[src/rtl/anton_neopixel_apb_ctrl.sv]
// WS2812 strip driver: 24-bit GRB pixel buffer and CTRL register on a
// zero-wait-state APB slave, one-shot or looping frame serialiser.
//
// Ports:
//   CLK_10MHZ      shared APB / serialiser clock
//   APB_PRESERN    synchronous active-low reset
//   APB_PADDR      byte address (3n+0=G, 3n+1=R, 3n+2=B, all-ones=CTRL)
//   APB_PSELx      slave select
//   APB_PENABLE    access phase
//   APB_PWRITE     1=write, 0=read
//   APB_PWDATA     write data
//   APB_PRDATA     read data, registered on the setup edge
//   APB_PREADY     tied high
//   APB_PSLVERR    unmapped address, access phase only
//   NEO_DATA       serial strip data
//   VERBOSE_STATE  high during the latch gap
//   FRAME_DONE     pulse on the last latch cycle
module anton_neopixel_apb_ctrl #(
  parameter int PIXELS_MAX  = 5,
  parameter int ADDR_BITS   = 8,
  parameter int TBIT_TICKS  = 12,
  parameter int T0H_TICKS   = 3,
  parameter int T1H_TICKS   = 8,
  parameter int RESET_TICKS = 600
) (
  input  logic                 CLK_10MHZ,
  input  logic                 APB_PRESERN,
  input  logic [ADDR_BITS-1:0] APB_PADDR,
  input  logic                 APB_PSELx,
  input  logic                 APB_PENABLE,
  input  logic                 APB_PWRITE,
  input  logic [7:0]           APB_PWDATA,
  output logic [7:0]           APB_PRDATA,
  output logic                 APB_PREADY,
  output logic                 APB_PSLVERR,
  output logic                 NEO_DATA,
  output logic                 VERBOSE_STATE,
  output logic                 FRAME_DONE
);

  localparam int NBYTES = 3 * PIXELS_MAX;
  localparam int IW = $clog2(NBYTES);
  localparam int TW =
    (TBIT_TICKS > 1) ? $clog2(TBIT_TICKS) : 1;
  localparam int LW =
    (RESET_TICKS > 1) ? $clog2(RESET_TICKS) : 1;
  localparam logic [ADDR_BITS-1:0] CTRL_ADDR = '1;
  localparam logic [IW-1:0] LAST_BASE =
    IW'(3 * (PIXELS_MAX - 1));

  typedef enum logic [1:0] {
    S_IDLE,
    S_LOAD,
    S_TX,
    S_LATCH
  } state_t;

  state_t r_state;
  state_t w_next;

  logic [7:0]    r_buf [2**IW];
  logic [23:0]   r_shift;
  logic [TW-1:0] r_tick;
  logic [4:0]    r_bit;
  logic [IW-1:0] r_base;
  logic [LW-1:0] r_lat;
  logic          r_loop;
  logic [7:0]    r_prdata;
  logic          r_slverr;

  logic          w_setup;
  logic          w_wr;
  logic          w_in_buf;
  logic          w_is_ctrl;
  logic          w_mapped;
  logic          w_start;
  logic          w_busy;
  logic [IW-1:0] w_aidx;
  logic [IW-1:0] w_ld_base;
  logic [23:0]   w_ld_word;
  logic          w_tick_last;
  logic          w_bit_last;
  logic          w_pix_last;
  logic          w_lat_last;
  logic          w_neo;
  logic          w_verbose;
  logic          w_done;

  assign w_setup   = APB_PSELx & ~APB_PENABLE;
  assign w_wr      = APB_PSELx & APB_PENABLE
                   & APB_PWRITE;
  assign w_in_buf  = APB_PADDR < ADDR_BITS'(NBYTES);
  assign w_is_ctrl = APB_PADDR == CTRL_ADDR;
  assign w_mapped  = w_in_buf | w_is_ctrl;
  assign w_aidx    = APB_PADDR[IW-1:0];
  assign w_start   = w_wr & w_is_ctrl & APB_PWDATA[0];
  assign w_busy    = r_state != S_IDLE;

  assign w_tick_last = r_tick == TW'(TBIT_TICKS - 1);
  assign w_bit_last  = r_bit == 5'd23;
  assign w_pix_last  = r_base == LAST_BASE;
  assign w_lat_last  = r_lat == LW'(RESET_TICKS - 1);

  // LOAD fetches pixel 0; inside TX the next pixel is
  // fetched on the final tick of the current one.
  assign w_ld_base = (r_state == S_LOAD) ? '0
                   : r_base + IW'(3);
  assign w_ld_word = {r_buf[w_ld_base],
                      r_buf[w_ld_base + IW'(1)],
                      r_buf[w_ld_base + IW'(2)]};

  // No reset: buffer contents survive a reset. A load
  // in the same cycle as a write sees the old byte.
  always_ff @(posedge CLK_10MHZ) begin
    if (w_wr & w_in_buf) begin
      r_buf[w_aidx] <= APB_PWDATA;
    end
  end

  always_ff @(posedge CLK_10MHZ) begin
    if (!APB_PRESERN) begin
      r_prdata <= '0;
      r_slverr <= 1'b0;
      r_loop   <= 1'b0;
    end else begin
      r_slverr <= w_setup & ~w_mapped;
      if (w_setup) begin
        unique case (1'b1)
          w_in_buf:  r_prdata <= r_buf[w_aidx];
          w_is_ctrl: r_prdata <= {w_busy, 5'b0,
                                  r_loop, 1'b0};
          default:   r_prdata <= '0;
        endcase
      end
      if (w_wr & w_is_ctrl) begin
        r_loop <= APB_PWDATA[1];
      end
    end
  end

  always_ff @(posedge CLK_10MHZ) begin
    if (!APB_PRESERN) begin
      r_state <= S_IDLE;
    end else begin
      r_state <= w_next;
    end
  end

  always_ff @(posedge CLK_10MHZ) begin
    if (!APB_PRESERN) begin
      r_shift <= '0;
      r_tick  <= '0;
      r_bit   <= '0;
      r_base  <= '0;
      r_lat   <= '0;
    end else begin
      unique case (r_state)
        S_LOAD: begin
          r_shift <= w_ld_word;
          r_tick  <= '0;
          r_bit   <= '0;
          r_base  <= '0;
        end
        S_TX: begin
          if (w_tick_last) begin
            r_tick <= '0;
            if (w_bit_last) begin
              r_bit <= '0;
              if (!w_pix_last) begin
                r_shift <= w_ld_word;
                r_base  <= w_ld_base;
              end
            end else begin
              r_shift <= {r_shift[22:0], 1'b0};
              r_bit   <= r_bit + 5'd1;
            end
          end else begin
            r_tick <= r_tick + TW'(1);
          end
        end
        S_LATCH: begin
          r_lat <= w_lat_last ? '0 : r_lat + LW'(1);
        end
        default: ;
      endcase
    end
  end

  always_comb begin
    w_next    = r_state;
    w_neo     = 1'b0;
    w_verbose = 1'b0;
    w_done    = 1'b0;
    unique case (r_state)
      S_IDLE: begin
        if (w_start) w_next = S_LOAD;
      end
      S_LOAD: begin
        w_next = S_TX;
      end
      S_TX: begin
        w_neo = r_tick < (r_shift[23]
                ? TW'(T1H_TICKS) : TW'(T0H_TICKS));
        if (w_tick_last & w_bit_last & w_pix_last)
          w_next = S_LATCH;
      end
      S_LATCH: begin
        w_verbose = 1'b1;
        if (w_lat_last) begin
          w_done = 1'b1;
          w_next = r_loop ? S_LOAD : S_IDLE;
        end
      end
      default: w_next = S_IDLE;
    endcase
  end

  assign APB_PRDATA    = r_prdata;
  assign APB_PREADY    = 1'b1;
  assign APB_PSLVERR   = r_slverr;
  assign NEO_DATA      = w_neo;
  assign VERBOSE_STATE = w_verbose;
  assign FRAME_DONE    = w_done;

endmodule

[config.mk]
export PLATFORM = sky130hd
export DESIGN_NAME = anton_neopixel_apb_ctrl
export DESIGN_NICKNAME = d
export VERILOG_FILES = /design/src/rtl/anton_neopixel_apb_ctrl.sv
export SDC_FILE = /design/constraint.sdc
export NUM_CORES = 1
export LEC_CHECK = 0
export ABC_AREA = 1
export CAP_MARGIN = 20
export CORE_ASPECT_RATIO = 1.1
export CORE_MARGIN = 1.5
export CORE_UTILIZATION = 30
export DETAILED_ROUTE_END_ITERATION = 8
export SYNTH_ARGS = -nofsm -noshare
export SYNTH_HDL_FRONTEND = slang
export SYNTH_SLANG_ARGS = --single-unit
export TNS_END_PERCENT = 20
[constraint.sdc]
create_clock -name CLK_10MHZ -period 2.5 [get_ports CLK_10MHZ]
set_input_delay 0.5 -clock CLK_10MHZ [delete_from_list [all_inputs] [get_ports CLK_10MHZ]]
set_output_delay 0.5 -clock CLK_10MHZ [all_outputs]
set_load 0.05 [all_outputs]
==> results.md <==
- The via count of the first global-routing pass was 10.29k.
- The net switching power is 9.504 mW.
- The first routing iteration left 1345 violations.
- After the last flow step, the layout net total stands at 1684.
- For this run, the number of standard cells in the final layout without fillers is 2152.
- The number of search-and-repair iterations in the first detailed-routing pass is 8.
- The number of fillers in the final layout is 3808.
- The shortest period the worst path allows is 2411 ps.
- The power density relative to cell area is 1371 nW/um^2.
- The root buffer cell chosen for the clock tree is sky130_fd_sc_hd__clkbuf_16.
- At the end of routability-driven placement, the weighted congestion stood at 1.003.
- STA puts the critical path data arrival time at 2740 ps.
- Hold timing on the final database bottoms out at a slack of 470.2 ps.
- Of all nets on the critical path, the largest fanout is 16.
- Among all stages on the critical path, the largest delay is contributed by sky130_fd_sc_hd__dfxtp_1.
- In the final layout, the share of cells above drive strength 1 is 0.1171.
- The number of antenna violations at the first check in global routing is 0.
- The dominant synthesized flop cell is sky130_fd_sc_hd__edfxtp_1.
- The critical path goes through inv_1, ha_4, nor2_4, nand2_4, inv_2, nand2_2, nand2_2, buf_12, nand3_1, nand3_1, nand3_1, nand2_1, a21oi_1.
- Setup repair after global routing left no endpoint under its margin.
- The worst-margin pin slew is 588.4 ps.
- The initial utilization of the core area, before any placement, comes to 0.3064.
- For the worst setup path, the data required time is 2830 ps.
- The total overflow reported by the global router is 0.
- The number of synthesized register bits is 187.
- The share of total power dissipated in sequential elements is 0.195.
- The sum of buffers and inverters on the critical path is 3.
- Of all flip-flops after synthesis, the portion carrying an async set or reset was 0.
- The total of warnings raised by yosys is 0.
- The fraction of power consumed by the clock network is 0.153.
- The count of final setup violators is 0.
- In this run the tightest slew margin relative to its limit is 0.6036.
- The insertion delay to the later sink of the worst-skew pair is 460 ps.
- The clock passes through at most 2 buffers.
- The die covers 38290 um^2.
- The global-route total usage across every layer is 0.2156.
- The maximum ir drop on the vdd rail is 1.013 mV.
- The synthesized netlist occupies a cell area of 11140 um^2.
- On the critical path the largest part of the delay comes from simple AND/OR/NAND/NOR gates.
- In this run the vertical extent of the chip is 205.1 um.
- The number of diodes added for antenna fixing is 0.
- Buffers inserted during clock tree synthesis total 17.
- Summing over every cut layer, the via total after detailed routing is 11.19k.
- A synthesized cell averages 7.214 um^2.
- Yosys mapped the design onto 36 distinct sky130hd cell types.
- Row generation in the floorplan step produced 73 rows.
- The number of placed instances, taps included, is 2116.
- The sum of net half-perimeters after detailed placement is 31210 um.
- sky130_fd_sc_hd__edfxtp_1 takes more of the synthesized area than any other cell.
- The final hold violation count is 0.
- Max-cap violations in this run came to 0.
- In the final routed layout, each cell accounts on average for 19.05 um.
- The setup path with the least slack is of type reg -> reg.
- The global-route wire length before repair is 62070 um.
- The detailed-route DRC error count is 0.
- The post-synthesis to final-layout area growth is 21.66%.
- Across the routed clock network, the largest skew measured is 11.81 ps.
- The final critical-path share of the clock period is 0.9643.
- The count of nets left with antenna violations once routing finished came out at 0.
- The highest clock frequency the design can meet is 0.4148 GHz.
- The stage delay of the slowest cell on the critical path is 360 ps.
- Counting flops with a built-in enable in the synthesized netlist gives 128.
- Yosys attributes the largest share of cell area to sky130_fd_sc_hd__edfxtp_1, sky130_fd_sc_hd__nand2_1, sky130_fd_sc_hd__dfxtp_1.
- The post-synthesis instance total is 1544.
- The detail-routed via count per cell is 5.197.
- Port buffering added 32 buffers.
- Clock tree synthesis found a total of 187 sinks.
- The analysis attributes to cell leakage a power of 5.716 nW.
- The share of synthesized area in the top cell type comes to 0.3451.
- The total area inside the core boundary comes to 36350 um^2.
- The share of total power dissipated in combinational logic is 0.652.
- The kind of path behind the tightest hold check is reg -> reg.
- The worst setup path is launched from a flop.
- The total count of max-transition violations in the final report is 0.
- The switching portion of total power is 0.5116.
- The horizontal die dimension is 186.7 um.
- After clock tree synthesis, the clock-pin slew on the worst setup and hold paths is 80 ps.
- STA classifies the critical path endpoint as a flop.
- The pin count of the biggest net entering global routing is 47.
- The clock tree from TritonCTS is built.
- The run finished with clean final reports.
- The wire length reported by the detailed router is 41010 um.
- The share of synthesized area occupied by flip-flops and latches is 0.4511.
- The most numerous cell type found on the critical path is sky130_fd_sc_hd__nand3_1.
- During I/O placement, the number of pins put on the boundary was 34.
- The clock tree synthesis step divided the H-tree into 4 levels.
- The internal power is 9.074 mW.
placed cells by master, fill, tap and decap left out, types with 2 or more instances in the layout:
master / instances
sky130_fd_sc_hd__nand2_1: 510
sky130_fd_sc_hd__o21ai_0: 199
sky130_fd_sc_hd__nor2_1: 142
sky130_fd_sc_hd__edfxtp_1: 128
sky130_fd_sc_hd__buf_4: 115
sky130_fd_sc_hd__nand3_1: 114
sky130_fd_sc_hd__inv_1: 113
sky130_fd_sc_hd__dfxtp_1: 59
sky130_fd_sc_hd__a21oi_1: 53
sky130_fd_sc_hd__o211ai_1: 45
sky130_fd_sc_hd__clkdlybuf4s50_1: 29
sky130_fd_sc_hd__clkbuf_16: 19
sky130_fd_sc_hd__o22ai_1: 12
sky130_fd_sc_hd__nand4_1: 12
sky130_fd_sc_hd__buf_12: 11
sky130_fd_sc_hd__nor3_1: 9
sky130_fd_sc_hd__ha_1: 9
sky130_fd_sc_hd__conb_1: 9
sky130_fd_sc_hd__inv_2: 7
sky130_fd_sc_hd__nand2_2: 7
sky130_fd_sc_hd__or2_2: 5
sky130_fd_sc_hd__xor2_1: 5
sky130_fd_sc_hd__inv_6: 5
sky130_fd_sc_hd__a22oi_1: 4
sky130_fd_sc_hd__a211oi_1: 4
sky130_fd_sc_hd__xnor2_1: 3
sky130_fd_sc_hd__nor3b_1: 3
sky130_fd_sc_hd__inv_4: 3
sky130_fd_sc_hd__inv_8: 3
sky130_fd_sc_hd__nor4_1: 2
sky130_fd_sc_hd__nor2_4: 2
sky130_fd_sc_hd__o21ai_1: 2
sky130_fd_sc_hd__ha_4: 2
sky130_fd_sc_hd__clkinv_2: 2
sky130_fd_sc_hd__bufinv_16: 2
sky130_fd_sc_hd__buf_6: 2
layer usage:
metal,track usage,vias to the layer above,share of wire
met1,0.2942,5185,0.44
met5,0,-,0
li1,-,5358,-
met4,0.1054,0,0.047
met2,0.3324,547,0.44
met3,0.03444,95,0.077
flip-flops by register name, summed over array words and instances, names as in the netlist:
register and cells:
r_loop 1, r_shift 24, r_tick 4, r_buf 128, APB_PSLVERR 1, APB_PRDATA 8
r_lat 10, r_bit 5, r_base 4, r_state 2
cells in the mapped netlist (4+ instances only):
cell type	instances
sky130_fd_sc_hd__edfxtp_1	128
sky130_fd_sc_hd__inv_1	113
sky130_fd_sc_hd__a21oi_1	54
sky130_fd_sc_hd__clkbuf_1	31
sky130_fd_sc_hd__nand2_1	511
sky130_fd_sc_hd__dfxtp_1	59
sky130_fd_sc_hd__nand2_2	6
sky130_fd_sc_hd__a211oi_1	5
sky130_fd_sc_hd__o211ai_1	45
sky130_fd_sc_hd__o21ai_0	199
sky130_fd_sc_hd__buf_2	32
sky130_fd_sc_hd__nor2_1	143
sky130_fd_sc_hd__o22ai_1	12
sky130_fd_sc_hd__inv_2	10
sky130_fd_sc_hd__ha_1	11
sky130_fd_sc_hd__or2_2	5
sky130_fd_sc_hd__xor2_1	5
sky130_fd_sc_hd__nand3_1	114
sky130_fd_sc_hd__buf_4	6
sky130_fd_sc_hd__nor3_1	9
sky130_fd_sc_hd__a22oi_1	4
sky130_fd_sc_hd__nand4_1	12
sky130_fd_sc_hd__buf_1	9
final timing paths:
path / startpoint / depth (start not counted) / slack [ps] / endpoint
setup / recovery: r_state[1] / 13 / 90 / r_shift[9]
hold reg to reg: r_shift[14] / 2 / 470 / r_shift[14]
setup reg to reg: r_state[1] / 13 / 90 / r_shift[9]
hold / removal: r_shift[14] / 2 / 470 / r_shift[14]
worst reg2reg max path: cells and delay by family, from the launching register on:
family,cells,cell delay (ps)
AO/OA/AOI/OAI,1,70
adder cells (fa/ha/maj),1,220
buffers and inverters,3,470
flip-flops,1,360
AND/OR/NAND/NOR,8,1180
repair_timing:
item                       in CTS  in global routing
setup endpoints to repair       3                 12
gates resized for setup         2                 13
pin swaps                       0                  1
hold buffers                    0                  0
buffers inserted                0                  2
cloned                          0                  2
cells by family (layout without fill, tap and decap cells):
logic type | Yosys count | after routing | synth area share
AND/OR/NAND/NOR | 810 | 810 | 0.2959
XOR/XNOR | 8 | 8 | 0.006291
buffers and inverters | 203 | 317 | 0.07470
adder cells (fa/ha/maj) | 11 | 11 | 0.01236
AO/OA/AOI/OAI | 323 | 323 | 0.1590
other | 2 | 9 | 0.0006743
flip-flops | 187 | 187 | 0.4511
power groups by stage:
| stage | Combinational (mW) | Clock [mW] | Sequential [mW] |
|---|---|---|---|
| after floorplan | 7.59 | 0 | 3.67 |
| after global routing | 13.3 | 3.01 | 3.64 |
| after global placement | 11.4 | 0 | 3.68 |
| after detailed placement | 11.5 | 0 | 3.68 |
| after CTS | 11.6 | 2.91 | 3.61 |
| final | 12.1 | 2.84 | 3.62 |
through the flow:
| stage | setup TNS [ps] | worst slack, ps | utilization | power (mW) | cell area, um^2 |
|---|---|---|---|---|---|
| 5_1_grt | 0 | 15.58 | 0.3728 | 19.97 | 13550 |
| 2_1_floorplan | 0 | 1.749 | - | 11.26 | 11160 |
| 6_report | 0 | 89.18 | 0.3728 | 18.58 | 13550 |
| 3_5_place_dp | -14470 | -161.0 | 0.3527 | 15.17 | 12820 |
| 3_3_place_gp | -18120 | -190.8 | 0.3527 | 15.13 | 12820 |
| 4_1_cts | 0 | 79.94 | 0.3694 | 18.07 | 13430 |
layout make-up:
| type | count | area (um^2) | share of cell area |
|---|---|---|---|
| inverter | 124 | 473.0 | 0.03490 |
| sequential | 187 | 5025 | 0.3708 |
| clock buffer | 17 | 425.4 | 0.03139 |
| multi-input combinational | 1161 | 5355 | 0.3952 |
| tap | 487 | 609.3 | 0.04497 |
| timing repair buffer | 161 | 1483 | 0.1094 |
| clock inverter | 15 | 180.2 | 0.01330 |
(Power assumes the default switching activity.)
